### src/rtl/control_fsm.sv
// Multi-cycle control unit: sequences RV32I subset instructions through
// FETCH/DECODE/EXEC/MEM/WB. It drives the strobes and ALU controls of the
// single-cycle datapath, plus a one-cycle PC load enable per retired instruction.
module control_fsm #(
   parameter int unsigned RETIRE_W        = 16,
   parameter bit          TRAP_ON_ILLEGAL = 1'b1
) (
   input  logic                clk,
   input  logic                reset,
   input  logic [31:0]         ROM_inst,
   input  logic [3:0]          status,
   output logic                RegWrite,
   output logic                PCSrc,
   output logic                ALUSrc,
   output logic [3:0]          ALU_operation,
   output logic                write,
   output logic                MemtoReg,
   output logic [1:0]          immselect,
   output logic                pc_en,
   output logic                illegal,
   output logic [RETIRE_W-1:0] retired
);

   typedef enum logic [2:0] {
      FETCH, DECODE, EXEC, MEM, WB, TRAP
   } state_t;

   localparam logic [6:0] OP_R      = 7'b0110011;
   localparam logic [6:0] OP_I      = 7'b0010011;
   localparam logic [6:0] OP_LOAD   = 7'b0000011;
   localparam logic [6:0] OP_STORE  = 7'b0100011;
   localparam logic [6:0] OP_BRANCH = 7'b1100011;

   localparam logic [3:0] ALU_AND = 4'b0000;
   localparam logic [3:0] ALU_OR  = 4'b0001;
   localparam logic [3:0] ALU_ADD = 4'b0010;
   localparam logic [3:0] ALU_XOR = 4'b0011;
   localparam logic [3:0] ALU_SLL = 4'b0100;
   localparam logic [3:0] ALU_SRL = 4'b0101;
   localparam logic [3:0] ALU_SUB = 4'b0110;
   localparam logic [3:0] ALU_SLT = 4'b0111;

   localparam logic [1:0] IMM_I = 2'b00;
   localparam logic [1:0] IMM_S = 2'b01;
   localparam logic [1:0] IMM_B = 2'b10;

   state_t               state, state_nx;
   logic [31:0]          ir;
   logic [RETIRE_W-1:0]  retired_q;

   logic [6:0] opcode;
   logic [2:0] funct3;
   logic       is_r, is_i, is_load, is_store, is_branch, is_legal;
   logic [3:0] alu_sel, exec_op;
   logic       exec_src;
   logic [1:0] exec_imm;
   logic       flag_z, flag_n, flag_v, taken;
   logic       unused_bits;

   assign opcode    = ir[6:0];
   assign funct3    = ir[14:12];
   assign is_r      = (opcode == OP_R);
   assign is_i      = (opcode == OP_I);
   assign is_load   = (opcode == OP_LOAD);
   assign is_store  = (opcode == OP_STORE);
   assign is_branch = (opcode == OP_BRANCH);
   assign is_legal  = is_r | is_i | is_load | is_store | is_branch;

   assign flag_z = status[0];
   assign flag_n = status[1];
   assign flag_v = status[3];

   // Register/immediate fields and the carry flag play no part in control.
   assign unused_bits = ^{ir[31], ir[29:15], ir[11:7], status[2]};

   // State, instruction register and retire counter.
   always_ff @(posedge clk or negedge reset) begin
      if (!reset) begin
         state     <= FETCH;
         ir        <= 32'h0000_0013;
         retired_q <= '0;
      end else begin
         state <= state_nx;
         if (state == FETCH) ir <= ROM_inst;
         if (pc_en) retired_q <= retired_q + RETIRE_W'(1);
      end
   end

   // ALU controls decoded from IR only; EXEC drives them, MEM/WB hold them.
   always_comb begin
      case (funct3)
         3'b000:  alu_sel = (is_r && ir[30]) ? ALU_SUB : ALU_ADD;
         3'b001:  alu_sel = ALU_SLL;
         3'b010:  alu_sel = ALU_SLT;
         3'b100:  alu_sel = ALU_XOR;
         3'b101:  alu_sel = ALU_SRL;
         3'b110:  alu_sel = ALU_OR;
         3'b111:  alu_sel = ALU_AND;
         default: alu_sel = ALU_ADD;
      endcase
      exec_op  = alu_sel;
      exec_src = 1'b1;
      exec_imm = IMM_I;
      if (is_r) begin
         exec_src = 1'b0;
      end else if (is_store) begin
         exec_op  = ALU_ADD;
         exec_imm = IMM_S;
      end else if (is_load) begin
         exec_op  = ALU_ADD;
      end else if (is_branch) begin
         exec_op  = ALU_SUB;
         exec_src = 1'b0;
         exec_imm = IMM_B;
      end
   end

   // Branch condition from funct3 and the ALU flags of the SUB compare.
   always_comb begin
      case (funct3)
         3'b000:  taken = flag_z;
         3'b001:  taken = ~flag_z;
         3'b100:  taken = flag_n ^ flag_v;
         3'b101:  taken = ~(flag_n ^ flag_v);
         default: taken = 1'b0;
      endcase
   end

   // Next-state and output decode.
   always_comb begin
      state_nx      = state;
      RegWrite      = 1'b0;
      PCSrc         = 1'b0;
      ALUSrc        = 1'b0;
      ALU_operation = ALU_ADD;
      write         = 1'b0;
      MemtoReg      = 1'b1;
      immselect     = IMM_I;
      pc_en         = 1'b0;
      case (state)
         FETCH: state_nx = DECODE;
         DECODE: begin
            if (is_legal) begin
               state_nx = EXEC;
            end else if (TRAP_ON_ILLEGAL) begin
               state_nx = TRAP;
            end else begin
               state_nx = FETCH;
               pc_en    = 1'b1;
            end
         end
         EXEC: begin
            ALU_operation = exec_op;
            ALUSrc        = exec_src;
            immselect     = exec_imm;
            if (is_branch) begin
               PCSrc    = taken;
               pc_en    = 1'b1;
               state_nx = FETCH;
            end else if (is_load || is_store) begin
               state_nx = MEM;
            end else begin
               state_nx = WB;
            end
         end
         MEM: begin
            ALU_operation = exec_op;
            ALUSrc        = exec_src;
            immselect     = exec_imm;
            if (is_store) begin
               write    = 1'b1;
               pc_en    = 1'b1;
               state_nx = FETCH;
            end else begin
               state_nx = WB;
            end
         end
         WB: begin
            ALU_operation = exec_op;
            ALUSrc        = exec_src;
            immselect     = exec_imm;
            RegWrite      = 1'b1;
            MemtoReg      = ~is_load;
            pc_en         = 1'b1;
            state_nx      = FETCH;
         end
         TRAP:    state_nx = TRAP;
         default: state_nx = FETCH;
      endcase
   end

   assign illegal = (state == TRAP);
   assign retired = retired_q;

endmodule

### config.mk
export PLATFORM = sky130hd
export DESIGN_NAME = control_fsm
export DESIGN_NICKNAME = d
export VERILOG_FILES = /design/src/rtl/control_fsm.sv
export SDC_FILE = /design/constraint.sdc
export NUM_CORES = 1
export LEC_CHECK = 0
export ABC_AREA = 1
export CORE_MARGIN = 2
export CORE_UTILIZATION = 30
export DETAILED_ROUTE_END_ITERATION = 8
export SETUP_SLACK_MARGIN = 0.3
export SLEW_MARGIN = 5
export SYNTH_ARGS = -nofsm -noshare
export SYNTH_HDL_FRONTEND = slang
export SYNTH_SLANG_ARGS = --single-unit
### constraint.sdc
create_clock -name clk -period 2.14 [get_ports clk]
set_clock_uncertainty 0.2 [all_clocks]
set_input_delay 0.214 -clock clk [delete_from_list [all_inputs] [get_ports clk]]
set_output_delay 0.214 -clock clk [all_outputs]
set_load 0.05 [all_outputs]
* Word level (Yosys, flattened, before mapping)
Cells that the tools add are included.
** Word-level totals
- Bits in registers :: 50
- Output and inout port bits :: 29
- Logic and storage cells :: 64
** Operators by class
- Add/sub/neg operators :: 1
- Eq/ne operators :: 16
- Multiplexer cells :: 31
- Bitwise operators :: 8
- Reduce and logical (&&, ||, !) cells :: 5
** Operators with widths (number)
- 3-bit case mux with 7 select lines :: 1
- 4-bit 2-to-1 mux :: 5
- 3-bit equality test (second input constant) :: 6
- 16-bit by 1-bit adder with 16-bit output (second input constant) :: 1
- 3-bit 2-to-1 mux :: 5
- 3-bit case mux with 5 select lines :: 1
- 7-bit by 6-bit equality test with 1-bit output (second input constant) :: 2
- 1-bit 2-to-1 mux :: 12
- 2-bit 2-to-1 mux :: 5
- 3-bit by 2-bit equality test with 1-bit output (second input constant) :: 3
- 7-bit by 2-bit equality test with 1-bit output (second input constant) :: 1
- 7-bit by 5-bit equality test with 1-bit output (second input constant) :: 1
- 7-bit equality test (second input constant) :: 1
- 3-bit by 1-bit equality test with 1-bit output (second input constant) :: 2
- 3-bit zero test :: 2
- 1-bit bitwise OR :: 4
- 1-bit case mux with 4 select lines :: 1
- 1-bit inverter :: 3
- 1-bit case mux with 3 select lines :: 1
- 3-bit OR reduction :: 1
- 1-bit logical AND :: 1
- 1-bit logical OR :: 1
- 1-bit XOR :: 1

* Logic depth before layout (Yosys ltp)
Gate-level depths: netlist of the first run.
- Depth after elaboration :: 9
- Depth in mapped cells :: 8

* Worst setup path after synthesis of the first run
No wires, ideal clock.
- Path kind :: reg2out
- Start point :: reg state[0]
- End point :: out ALU_operation[0]
- Arrival :: 1.998 ns
- Slack :: -0.272 ns
- Cell stages (with the launch flop) :: 6
- Path buffers :: 0
- Path through :: dfrtp_1 -> nor2_1 -> nand2_2 -> nand2_1 -> nand2_1 -> nor3_1
** Between the ends
- Cells in the longest elaborated chain, start to end :: 3
** RTL lines
- from (decl) :: RTL line 47 : state_t state, state_nx;
- from (signal assigned) :: RTL line 83 : state <= state_nx;
- 3-bit by 2-bit equality test with 1-bit output / 3-bit equality test (equally long branches) :: RTL line 140 : case (state)
- 3-bit OR reduction (no source line) (*)
- 4-bit 2-to-1 mux (*) :: RTL line 140
- to (decl) :: RTL line 15 : output logic [3:0] ALU_operation,
Every way passes the cells marked *; elsewhere a longest branch is shown, timed or not.

* Worst setup path in the final report of the first run
- Start point :: reg ir[1]
- End point :: out ALU_operation[2]
** Between the ends
- Cells in the longest elaborated chain, start to end :: 9
** RTL lines
- from (decl) :: RTL line 48 : logic [31:0] ir;
- from (signal assigned) :: RTL line 84 : if (state == FETCH) ir <= ROM_inst;
- 7-bit by 6-bit equality test with 1-bit output :: RTL line 62 : assign is_r = (opcode == OP_R);
- 1-bit logical AND :: RTL line 92 : 3'b000: alu_sel = (is_r && ir[30]) ? ALU_SUB : ALU_ADD;
- 3-bit 2-to-1 mux :: RTL line 92
- 3-bit case mux with 7 select lines :: RTL line 91 : case (funct3)
- 4-bit 2-to-1 mux :: RTL line 111 : end else if (is_branch) begin
- 4-bit 2-to-1 mux :: RTL line 109 : end else if (is_load) begin
- 4-bit 2-to-1 mux :: RTL line 106 : end else if (is_store) begin
- 4-bit 2-to-1 mux (*) :: RTL line 104 : if (is_r) begin
- 4-bit 2-to-1 mux (*) :: RTL line 140
Marks and branches as above.

==> flow_summary.json, run 1 <==
{
  "status": "finished clean",
  "coreArea_um2": 6310,
  "min_period_ns": 2.03,
  "grt_pass1_wl_um": 8290,
  "area_delta_synth_final_pct": 54.4,
  "synthArstFlopShare_pct": 100,
  "grt_antenna_before_repair": 0,
  "cts_root_buf": "clkbuf_8",
  "core.rowCount": 29,
  "ys_types": 29,
  "drc_errors": 0,
  "synth-edff-count": 0,
  "initialDrtViolationCount": 110,
  "vias": 1927,
  "synthFlopType": "dfrtp_1",
  "endpoint_kind": "primary output",
  "avgSynthCellArea_um2": 7.64,
  "dpl.cell_count": 377,
  "dp_hpwl_um": 3400,
  "max_freq_mhz": 493,
  "vdd_drop_max_uv": 662,
  "path_clk_slew_ns": 0.07,
  "wl_um": 5000,
  "p_leak_nw": 1.43,
  "cts_buffers": 5,
  "yosysTopAreaCell": "dfrtp_1",
  "fin_ws_ns": 0.111,
  "firstDrtPassIters": 4,
  "instances_no_fill": 407,
  "grtUsageMet2_pct": 23.7,
  "fin_nets": 368,
  "setup_viol": 0,
  "vias_per_cell": 4.73,
  "avgRoutedWirePerCell_um": 12.3,
  "fillers": 640,
  "synth.most_common_cell": "nand2_1",
  "total_power_mw": 3.45,
  "cp_max_fo": 6,
  "synthesis.area_um2": 1960,
  "netlist_instances": 256,
  "numClockSinks": 30,
  "ys_ff_latch": 30,
  "dp_slack_ns": 0.201,
  "yosys-top-cells-count": "nand2_1, nor2_1, dfrtp_1",
  "gp_congestion": 0.883,
  "holdWs_ns": 0.123,
  "critPathKind": "flip-flop to primary output",
  "port_buffers": 43,
  "drt.antenna.violating_nets": 0,
  "cp.required_ns": 1.73,
  "yosysTopAreaCellShare_pct": 34.5,
  "hold_viol": 0,
  "track_usage_pct": 14.3,
  "io_pins": 67,
  "cts_hold_buf": 0,
  "grt_pass1_vias": 1793,
  "die-area_um2": 7190,
  "start_util_pct": 31.0,
  "grt_setup_unrepaired": "true",
  "clk_latency_ns": 0.29,
  "powerDensity_nw_per_um2": 1140,
  "startpoint_type": "flip-flop",
  "cap_violations": 0,
  "met1_usage_pct": 18.7,
  "syn_nets": 295,
  "die_width_um": 84.8,
  "finalMaxSlewViolations": 0,
  "grt_remaining_overflow": 0,
  "yosys-top-cells-area": "dfrtp_1, nand2_1, nand4_1, nand2_2, nor2_1",
  "use_met3_pct": 3.44,
  "critPathArrivalTime_ns": 1.62,
  "cts_max_path_buffers": 2,
  "grt_max_degree": 31,
  "yosys_warnings": 0,
  "worst_hold_path_type": "input port to asynchronous set/reset pin",
  "tns_ns": 0,
  "die_h_um": 84.8,
  "rr_startpoint": "ir[1]",
  "busiest_layer": "met2",
  "htree_levels": 2,
  "antennaDiodeCount": 0,
  "drive_gt1_share_pct": 36.7,
  "finalCritPeriodShare_pct": 94.8,
  "cts_tree": "built",
  "startpoint": "ir[1]",
  "synth_seq_area_share_pct": 38.6
}
flip-flops by register name (all words and copies together) (netlist names):
register  flops
state         3
retired      16
ir           11
area by class of cell:
| class | count | area, µm² | area share (%) |
|---|---|---|---|
| clock buffers | 8 | 110 | 3.64 |
| multi-input cells | 195 | 1200 | 39.7 |
| well taps | 77 | 96.3 | 3.19 |
| repair buffers | 72 | 753 | 24.9 |
| inverters | 25 | 103 | 3.40 |
| flip-flops and latches | 30 | 761 | 25.2 |
layout by cell type (no fill, tap or decap), types with 8 or more instances in the layout:
master,netlist,routed
dfrtp_1,27,22
nand4_1,24,24
nor2_4,1,9
nor2_1,32,24
nand2_1,61,55
buf_4,3,24
clkdlybuf4s50_1,0,15
a21oi_1,10,8
nand3_1,12,10
clkbuf_8,0,8
inv_2,2,8
buf_12,1,10
dlygate4sd2_1,0,16
inv_1,23,15
nand2_2,20,21
metrics by stage:
step,utilization (%),instance area (µm²)
after floorplan,-,2010
after global placement,41.6,2630
after detailed placement,41.6,2630
after CTS,46.0,2900
after global routing,47.9,3020
final,47.9,3020
worst max-delay path: stages, from the launching register on:
cell and delay (ns):
dfstp_2 0.56, nand2_4 0.08, nor2_8 0.15, nand2_4 0.10, inv_6 0.09, nor2_4 0.04, a21oi_4 0.16, buf_12 0.15
cells by family after synthesis:
family,Yosys count,share of synthesized area [%]
and+or+nand+nor,161,41.3
buffers and inverters,31,7.80
DFF,30,38.6
AOI/OAI and AO/OA,20,5.63
xor gates and xnor gates,8,3.58
muxes,4,2.30
adders and majority gates,1,0.639
other,1,0.192
path summary, 6_finish.rpt:
check / slack [ns] / cells past startpoint / endpoint
max: 0.11 / 7 / ALU_operation[2]
min: 0.12 / 2 / retired[13]
max reg2reg: 0.34 / 9 / retired[8]
min reg2reg: 0.33 / 1 / ir[30]
max in group asynchronous: 1.30 / 2 / ir[4]
min in group clk: 0.29 / 3 / ir[4]
per-layer routing:
| layer | part of all wire, % | up-vias |
|---|---|---|
| met5 | 0 | - |
| met4 | 0.98 | 0 |
| met3 | 4.8 | 6 |
| met2 | 51 | 47 |
| met1 | 43 | 890 |
| li1 | - | 984 |
what timing repair did:
action / in CTS / in global routing
endpoints found under the setup margin: 27 / 23
pin swaps: 10 / 7
buffers inserted: 15 / 7
resized for setup: 38 / 22
report_power, final:
| part | leakage (nW) | internal [mW] | total, mW | switching (mW) |
|---|---|---|---|---|
| logic | 1.00 | 0.798 | 1.94 | 1.15 |
| clock network | 0.0575 | 0.325 | 0.552 | 0.227 |
| registers | 0.370 | 0.762 | 0.957 | 0.195 |
Note: power is estimated with default switching activity, not from simulation.
==> inputs of run 2 (changes only) <==
GPL_TIMING_DRIVEN = 0   (was default)
==> run 2 against run 1 <==
Against the previous run: worst hold slack improved by 0.15 ns; power decreased by 2.8%; setup slack got worse by 0.022 ns; highest routed layer unchanged; fmax decreased by 1.1%; register-to-register slack about the same; cell count increased by 0.98%; largest cell class unchanged.
==> flow_summary.json, run 2 (same netlist as run 1, synthesis figures left out) <==
{
  "hold_viol": 0,
  "holdWs_ns": 0.275,
  "grt_setup_unrepaired": "true",
  "tightest_slew_ns": 0.709,
  "largest_reg_flops": 16,
  "endpoint_kind": "primary output",
  "fillers": 642,
  "cts_root_buf": "clkbuf_8",
  "worst_hold_path_type": "input port to flip-flop",
  "dp_hpwl_um": 3450,
  "area_delta_synth_final_pct": 52.2,
  "port_buffers": 43,
  "antennaDiodeCount": 0,
  "status": "finished clean",
  "finalMaxSlewViolations": 0,
  "setup_viol": 0,
  "crit_chain": "nand2_4 > nor2_8 > buf_12 > nand3_4 > nand3_4 > buf_12 > buf_12",
  "vdd_drop_max_uv": 665,
  "grt_remaining_overflow": 0,
  "io_pins": 67,
  "final_cell_mix": "nand2_1, nor2_1, buf_4",
  "pwr-share-comb_pct": 54.8,
  "start_util_pct": 31.0,
  "powerDensity_nw_per_um2": 1130,
  "switchingPower_mw": 1.54,
  "core.rowCount": 29,
  "max_freq_mhz": 487,
  "die-area_um2": 7190,
  "cts_max_path_buffers": 2,
  "intPower_mw": 1.81,
  "crit_slowest_cell": "dfstp_2",
  "clk_latency_ns": 0.28,
  "total_power_mw": 3.35,
  "crit_top_cell": "buf_12",
  "initialDrtViolationCount": 125,
  "grt_pass1_wl_um": 8760,
  "grt_antenna_before_repair": 0,
  "stdcell_area_um2": 2980,
  "grt_pass1_vias": 1967,
  "cts_buffers": 5,
  "cpPeakStageDelay_ns": 0.55,
  "die_h_um": 84.8,
  "firstDrtPassIters": 4,
  "grt_max_degree": 31,
  "track_usage_pct": 15.0,
  "critPathArrivalTime_ns": 1.64,
  "p_sw_share_pct": 45.9,
  "wl_um": 5120,
  "die_width_um": 84.8,
  "vias": 1984,
  "fin_nets": 372,
  "drt.antenna.violating_nets": 0,
  "min_period_ns": 2.05,
  "cap_violations": 0,
  "cts_tree": "built",
  "critPathKind": "flip-flop to primary output",
  "relSlewSlack_pct": 52.7,
  "cp_max_fo": 4,
  "regArea_um2": 762,
  "path_clk_slew_ns": 0.07,
  "startpoint_type": "flip-flop",
  "p_leak_nw": 1.44,
  "dpl_cell_area_um2": 2530,
  "clkPwrFrac_pct": 16.6,
  "drc_errors": 0,
  "p_seq_share_pct": 28.6,
  "path_buf_inv": 3,
  "htree_levels": 2,
  "layout_commonest_cell": "nand2_1",
  "instances_no_fill": 411,
  "cp.required_ns": 1.73,
  "drive_gt1_share_pct": 36.8,
  "multiInputGateArea_um2": 1180,
  "dpl.cell_count": 376,
  "final_core_util_pct": 47.2,
  "gp_congestion": 0.856,
  "avgRoutedWirePerCell_um": 12.5,
  "numClockSinks": 30,
  "coreArea_um2": 6310,
  "finalCritPeriodShare_pct": 95.9,
  "vias_per_cell": 4.83,
  "critPathTopFamily": "flip-flops"
}
run 2: changes by cell type in the layout (fill, tap and decap cells not counted), sizes merged:
cell / before / now
buf: 41 / 45
clkdlybuf4s50: 15 / 14
dlygate4sd3: 0 / 1
run 2: layer usage:
metal / GRT usage (%) / up-vias / part of all wire (%)
li1: - / 1001 / -
met1: 18.1 / 906 / 42
met2: 25.6 / 64 / 50
met3: 4.52 / 13 / 6.4
met4: 5.05 / 0 / 1.6
met5: 0 / - / 0
run 2: worst min-delay path, stage by stage:
cell and delay (ns):
clkdlybuf4s50_1 0.41, nor2_1 0.10, a21oi_1 0.04
run 2: through the flow:
step / setup TNS [ns] / setup WS [ns]
6_report: 0 / 0.0880
4_1_cts: 0 / 0.0739
3_3_place_gp: -3.12 / -0.430
5_1_grt: 0 / 0.0155
2_1_floorplan: 0 / 0.141
3_5_place_dp: -2.85 / -0.433
run 2: area by class of cell:
type | count | share of cell area [%]
inverters | 25 | 3.61
clock buffers | 8 | 3.70
plain buffers | 6 | 2.10
well taps | 77 | 3.24
repair buffers | 70 | 22.0
flip-flops and latches | 30 | 25.6
multi-input cells | 195 | 39.7
run 2: worst paths after layout:
check / from / end / slack (ns) / cells past startpoint
worst max-delay path: ir[1] / pc_en / 0.09 / 7
min in group asynchronous: reset / ir[30] / 0.31 / 2
worst min-delay path: ROM_inst[4] / ir[4] / 0.28 / 3
max in group asynchronous: reset / retired[1] / 0.93 / 2
worst max register to register: ir[1] / retired[5] / 0.35 / 8
worst min register to register: ir[30] / ir[30] / 0.33 / 1
run 2: power groups by stage:
stage	Combinational, mW	Clock, mW	Sequential (mW)
final	1.84	0.557	0.958
after CTS	1.67	0.571	0.951
after global routing	1.98	0.602	0.989
after floorplan	1.02	0	1.04
after global placement	1.51	0	0.946
after detailed placement	1.53	0	0.951
run 2: what timing repair did:
action / CTS / global route
hold endpoints to repair: 27 / 0
setup endpoints to repair: 28 / 12
resized for setup: 117 / 21
pin swaps: 9 / 9
buffers inserted: 14 / 12
cloned: 0 / 0
hold buffers: 1 / 0
==> inputs of run 3 (changes only) <==
HOLD_SLACK_MARGIN = 0.02   (was default)
==> results of run 3 <==
The final DEF is identical to that of run 2; final timing and power are the same.
